$ cat src/rtl/mmul2_index_gen.sv
// Index sequencer for the 2-matrix multiply: walks (i,j,k) with i outer, j middle, k inner.
// Latency: start to first valid is 1 cycle, last accept to done is 1 cycle; holds the tuple while ready=0.
// Optional stall counter output stall_cnt when MMUL2_IDX_PERF_EN is defined.
module mmul2_index_gen #(
    parameter int RA = 2,
    parameter int CA = 2,
    parameter int RB = 2,
    parameter int CB = 2
) (
    input  logic        clk,
    input  logic        rst_n,
    input  logic        start,
    input  logic        clear,
    input  logic        ready,
    output logic        valid,
    output logic [31:0] i,
    output logic [31:0] j,
    output logic [31:0] k,
    output logic        last,
    output logic        busy,
    output logic        done
`ifdef MMUL2_IDX_PERF_EN
    ,
    output logic [31:0] stall_cnt
`endif
);

    localparam logic [1:0] S_IDLE = 2'd0;
    localparam logic [1:0] S_RUN  = 2'd1;
    localparam logic [1:0] S_DONE = 2'd2;

    localparam logic [31:0] RA_LAST = 32'(RA - 1);
    localparam logic [31:0] RB_LAST = 32'(RB - 1);
    localparam logic [31:0] CB_LAST = 32'(CB - 1);
    localparam logic        SINGLE  = (RA == 1) && (RB == 1) && (CB == 1);

    generate
        if (RA < 1 || RB < 1 || CB < 1 || CA != RB) begin : g_param_check
            $fatal(1, "mmul2_index_gen: need RA,RB,CB >= 1 and CA == RB");
        end
    endgenerate

    logic [1:0]  state;
    logic [31:0] i_nxt, j_nxt, k_nxt;
    logic        last_nxt;

    // Successor of the presented tuple; last is precomputed so it is registered with the tuple.
    always_comb begin
        i_nxt = i;
        j_nxt = j;
        k_nxt = k;
        if (k != RB_LAST) begin
            k_nxt = k + 32'd1;
        end else begin
            k_nxt = 32'd0;
            if (j != CB_LAST) begin
                j_nxt = j + 32'd1;
            end else begin
                j_nxt = 32'd0;
                i_nxt = i + 32'd1;
            end
        end
        last_nxt = (i_nxt == RA_LAST) && (j_nxt == CB_LAST) && (k_nxt == RB_LAST);
    end

    always_ff @(posedge clk or negedge rst_n) begin
        if (!rst_n) begin
            state <= S_IDLE;
            valid <= 1'b0;
            last  <= 1'b0;
            busy  <= 1'b0;
            done  <= 1'b0;
            i     <= 32'd0;
            j     <= 32'd0;
            k     <= 32'd0;
        end else if (clear) begin
            state <= S_IDLE;
            valid <= 1'b0;
            last  <= 1'b0;
            busy  <= 1'b0;
            done  <= 1'b0;
            i     <= 32'd0;
            j     <= 32'd0;
            k     <= 32'd0;
        end else begin
            case (state)
                S_IDLE: begin
                    if (start) begin
                        state <= S_RUN;
                        valid <= 1'b1;
                        busy  <= 1'b1;
                        last  <= SINGLE;
                        i     <= 32'd0;
                        j     <= 32'd0;
                        k     <= 32'd0;
                    end
                end
                S_RUN: begin
                    if (ready) begin
                        if (last) begin
                            // Indices keep their final values through DONE.
                            state <= S_DONE;
                            valid <= 1'b0;
                            last  <= 1'b0;
                            done  <= 1'b1;
                        end else begin
                            i    <= i_nxt;
                            j    <= j_nxt;
                            k    <= k_nxt;
                            last <= last_nxt;
                        end
                    end
                end
                S_DONE: begin
                    state <= S_IDLE;
                    done  <= 1'b0;
                    busy  <= 1'b0;
                    i     <= 32'd0;
                    j     <= 32'd0;
                    k     <= 32'd0;
                end
                default: begin
                    state <= S_IDLE;
                    valid <= 1'b0;
                    last  <= 1'b0;
                    busy  <= 1'b0;
                    done  <= 1'b0;
                end
            endcase
        end
    end

`ifdef MMUL2_IDX_PERF_EN
    always_ff @(posedge clk or negedge rst_n) begin
        if (!rst_n) begin
            stall_cnt <= 32'd0;
        end else if (clear || (state == S_IDLE && start)) begin
            stall_cnt <= 32'd0;
        end else if (state == S_RUN && valid && !ready && stall_cnt != 32'hFFFF_FFFF) begin
            stall_cnt <= stall_cnt + 32'd1;
        end
    end
`endif

endmodule
$ cat config.mk
export PLATFORM = sky130hd
export DESIGN_NAME = mmul2_index_gen
export DESIGN_NICKNAME = d
export VERILOG_FILES = /design/src/rtl/mmul2_index_gen.sv
export SDC_FILE = /design/constraint.sdc
export NUM_CORES = 1
export LEC_CHECK = 0
export CAP_MARGIN = 25
export CORE_MARGIN = 2
export CORE_UTILIZATION = 44
export DETAILED_ROUTE_END_ITERATION = 16
export GPL_ROUTABILITY_DRIVEN = 0
export PLACE_DENSITY = 0.63
export SLEW_MARGIN = 5
export SYNTH_ARGS = -nofsm -noshare
export SYNTH_HDL_FRONTEND = slang
export SYNTH_SLANG_ARGS = --single-unit
$ cat constraint.sdc
create_clock -name clk -period 8.85 [get_ports clk]
set_clock_uncertainty 0.1 [all_clocks]
set_input_delay 2.655 -clock clk [delete_from_list [all_inputs] [get_ports clk]]
set_output_delay 2.655 -clock clk [all_outputs]
set_load 0.05 [all_outputs]
Word level (Yosys, flattened, before mapping)
Cells that the tools add are included.
Storage, ports and cells
  register bits after elaboration: 102
  output and inout port bits: 100
Operators by class
  add/sub/neg operators: 3
  equal/unequal tests: 14
  multiplexer cells: 39
  reduce and logical (&&, ||, !) cells: 10
Operators by type and width (count)
  $mux 32: 15
  $pmux 32 s3: 3
  $add 32x1->32 const B: 3
  $eq 32x1->1 const B: 3
  $ne 32x1->1 const B: 2
  $mux 1: 12
  $ne 3x3->1 const B: 4
  $reduce_and 3->1: 3
  $mux 2: 4
  $reduce_and 4->1: 2
  $ne 2x2->1 const B: 3
  $pmux 1 s3: 2
  $pmux 1 s2: 2
  $pmux 2 s2: 1
  $reduce_bool 4->1: 1
  $eq 2x1->1 const B: 1
  $eq 2x2->1 const B: 1
  $logic_and 1x1->1: 2
  $logic_not 2->1: 1
  $reduce_and 2->1: 1

Depth between registers and ports, before layout
  depth after elaboration: 10
  depth in mapped cells: 14
  mapped depth without buffers: 11

Worst setup path before layout
No wires, ideal clock.
  kind: input -> register
  start point: input port clear
  end point: register i[4]
  setup time: 111 ps
  arrival: 4001 ps
  required time: 8639 ps
  setup slack: 4639 ps
  cell stages on the path: 8
  path buffers: 3
  path through: clkbuf_1 -> nor4_1 -> clkbuf_1 -> clkbuf_1 -> o21ai_0 -> nand2_1 -> nand2_1 -> o41ai_1
On the way
  word-level cells in the longest chain between the ends: 2
  elaborated cells on any way between the ends: 6
RTL lines
  start: declaration: RTL line 13  | input logic clear,
  $ne 3x3->1 (no line) / $reduce_bool 4->1 (equally long branches)
  $reduce_and 4->1 (no line)
  end signal: assignment: RTL line 107  | i <= i_nxt;
  end: declaration: RTL line 16  | output logic [31:0] i,
Several ways; a longest one is shown, not always the timed one.
A chain may end at the register's enable or synchronous reset.

Worst setup path in the final report
  start point: input port clear
  end point: register k[15]
On the way
  word-level cells in the longest chain between the ends: 2
  elaborated cells on any way between the ends: 6
RTL lines
  $ne 3x3->1 (no line) / $reduce_bool 4->1 (equally long branches)
  $reduce_and 4->1 (no line)
  end signal: assignment: RTL line 109  | k <= k_nxt;
  end: declaration: RTL line 18  | output logic [31:0] k,
Several ways; a longest one is shown, not always the timed one.

==> flow_summary.ini <==
[power]
powerDensity_nw_per_um2 = 115
peakVddDrop_uv = 92.4
pwr-share-clk_pct = 41.9
cellLeakagePower_nw = 3.35
p_sw_mw = 0.296
switching_share_pct = 28.6
p_seq_share_pct = 45.7
internal-power_mw = 0.737
power_frac_comb_pct = 12.4

[clocking]
cts_setup_buffers = 0
cts_tree = built
post_cts_resized = 0
clk_pin_slew_ps = 80
root_buffer = clkbuf_16
h-tree-depth = 3
clkSinkCount = 102
max-clock-path-buffers = 2
ctsHoldBuffers = 0
cts_buffers = 9
worstSkewPairLatency_ps = 370

[place]
dp_hpwl_mm = 17.8
numPortBuffers = 104
place_inst = 1242

[synthesis]
synth-edff-count = 0
yosysTopAreaCell = dfrtp_1
synth_ff_type = dfrtp_1
synth_top_area_share_pct = 33.8
synth_async_sr_flop_share_pct = 100
ys_warn_count = 0
synth.area.top_cells = dfrtp_1 (34%), o21ai_0 (8.4%), nand2_1 (6.4%)
syn_nets = 1006
syn_area_um2 = 7560
synth.avg_cell_area_um2 = 7.62
synthTopCellsByCount = nand2_1 (128), o21ai_0 (127), dfrtp_1 (102)
synth.most_common_cell = nand2_1
synth.ff_latch_count = 102
ys_seq_area_share_pct = 33.8
synth_cell_types = 58
postSynthCellCount = 992

[global_route]
antenna_found_initial = 1
grt_util_all_layers_pct = 29.0
grt_pass1_vias = 7201
overflow = 0
grt_pass1_wl_mm = 41.6
grt_start_max_net_pins = 88

[layout]
fin_cells = 1258
drive_gt1_share_pct = 4.72
fillers = 1648
layout.core_utilization_pct = 53.7
antenna_cells = 0
area_delta_synth_final_pct = 18.6
nNetsFinal = 1047

[critical_path]
cp-startpoint = clear
worstSetupStartpointType = input pin
r2r-end = last$_DFFE_PN0P_
critical_path_class = in -> reg
end_kind = register
regToRegSetupSlack_ps = 4530
crit_fanout = 47
crit_arrival_ps = 5190
regToRegStartpoint = k[7]$_DFFE_PN0P_
required_ps = 9020
r2r_cells = 10
crit_path_end = k[15]$_DFFE_PN0P_

[detailed_routing]
viasPerCell = 6.42
dr.pass1.iters = 5
postRouteAntennaNets = 0
dr.first_iter.drc_count = 864
post_drt_wl_per_cell_um = 20.6
drc = 0
num_vias = 8080
wl_mm = 25.9

[floorplan]
fp-row-count = 47
io_pins = 105
die_w_um = 135
start_util_pct = 45.3
die_area_um2 = 18300
core-area_um2 = 16700
die_height_um = 135

[sta]
period_share_pct = 56.8
setup-tns-final_ps = 0
finalMaxSlewViolations = 0
finalSetupViolations = 0
tightest_slew_ps = 966
relSlewSlack_pct = 35.0
hold_viol = 0
rsz0062_at_grt = false
period_minus_slack_ps = 5020
fmax_mhz = 199

[flow_run]
drv_cap = 0

[run_status]
status = finished, final reports clean

[worst_hold_path]
hold_path_class = reg -> reg
cells in the final DEF (no fill, tap or decap), types with 4 or more instances in the layout:
cell	count
or2_2	6
xnor2_1	30
nand2_1	127
and2_1	10
nor4_1	45
ha_1	9
and4_1	7
nor4_2	4
o31ai_1	33
mux2i_1	7
buf_4	11
nor2_1	66
xor2_1	18
o2111ai_1	4
dfrtp_1	102
or3_1	11
o41ai_1	9
nor3_1	34
o21ai_0	127
nand3_1	48
nand4_1	51
and3_1	26
inv_1	15
nor4b_1	6
or4_1	11
a31oi_1	14
a21oi_1	38
clkdlybuf4s50_1	103
clkbuf_16	9
state kept, by name, summed over array words and instances, names as in the netlist:
register,flops
last,1
done,1
valid,1
state,2
k,32
j,32
busy,1
i,32
worst max-delay path: stages:
cell and delay [ps]:
clkdlybuf4s50_1 600, nor4_2 340, buf_4 510, nand2_1 590
o21ai_0 340, nand2_1 80, o31ai_1 80
final cells by class:
class	count	area (um2)	share of cell area [%]
multi-input combinational	790	4640	51.7
sequential	102	2550	28.5
timing repair buffer	115	1140	12.7
tap	220	275	3.07
clock buffer	11	253	2.82
clock inverter	5	57.6	0.642
inverter	15	56.3	0.628
layer usage:
metal / global-route usage (%) / vias up / share of wire, %
met3: 6.12 / 44 / 8.6
met5: 0 / - / 0.039
met2: 40.9 / 386 / 43
met4: 8.74 / 2 / 2.1
met1: 44.2 / 3877 / 47
li1: - / 3771 / -
worst min-delay path by stage:
| stage | from | to | slack, ps | depth (start not counted) |
|---|---|---|---|---|
| 2_1_floorplan | state[0]$_DFFE_PN0P_ | state[0]$_DFFE_PN0P_ | 420 | 2 |
| 3_3_place_gp | done$_DFFE_PN0P_ | done$_DFFE_PN0P_ | 380 | 2 |
| 3_5_place_dp | done$_DFFE_PN0P_ | done$_DFFE_PN0P_ | 390 | 2 |
| 4_1_cts | done$_DFFE_PN0P_ | done$_DFFE_PN0P_ | 410 | 2 |
| 5_1_grt | done$_DFFE_PN0P_ | done$_DFFE_PN0P_ | 450 | 2 |
| 6_report | done$_DFFE_PN0P_ | done$_DFFE_PN0P_ | 400 | 2 |
kinds of logic (layout without fill, tap and decap cells):
logic type | Yosys count | after routing | synth area share, %
AOI/OAI and AO/OA | 256 | 256 | 20.3
xor gates and xnor gates | 48 | 48 | 5.56
and+or+nand+nor | 470 | 470 | 32.7
muxes | 7 | 7 | 0.927
adders and majority gates | 9 | 9 | 1.49
DFF | 102 | 102 | 33.8
buffers and inverters | 100 | 146 | 5.28
power groups by stage:
stage | sequential [mW] | combinational (mW) | clock [mW]
floorplan | 0.488 | 0.0707 | 0
global placement | 0.481 | 0.123 | 0
detailed placement | 0.481 | 0.127 | 0
CTS | 0.472 | 0.128 | 0.439
global route | 0.472 | 0.142 | 0.457
finish | 0.472 | 0.129 | 0.433
through the flow:
stage | worst slack, ps | instance area, um2 | total power, mW | hold WS, ps
floorplan | 4640 | 7560 | 0.559 | 415
global placement | 3520 | 8630 | 0.604 | 381
detailed placement | 3460 | 8660 | 0.608 | 390
CTS | 3840 | 8970 | 1.04 | 407
global route | 3570 | 8970 | 1.07 | 445
finish | 3830 | 8970 | 1.03 | 405
Power figures use the tool's default switching activity.
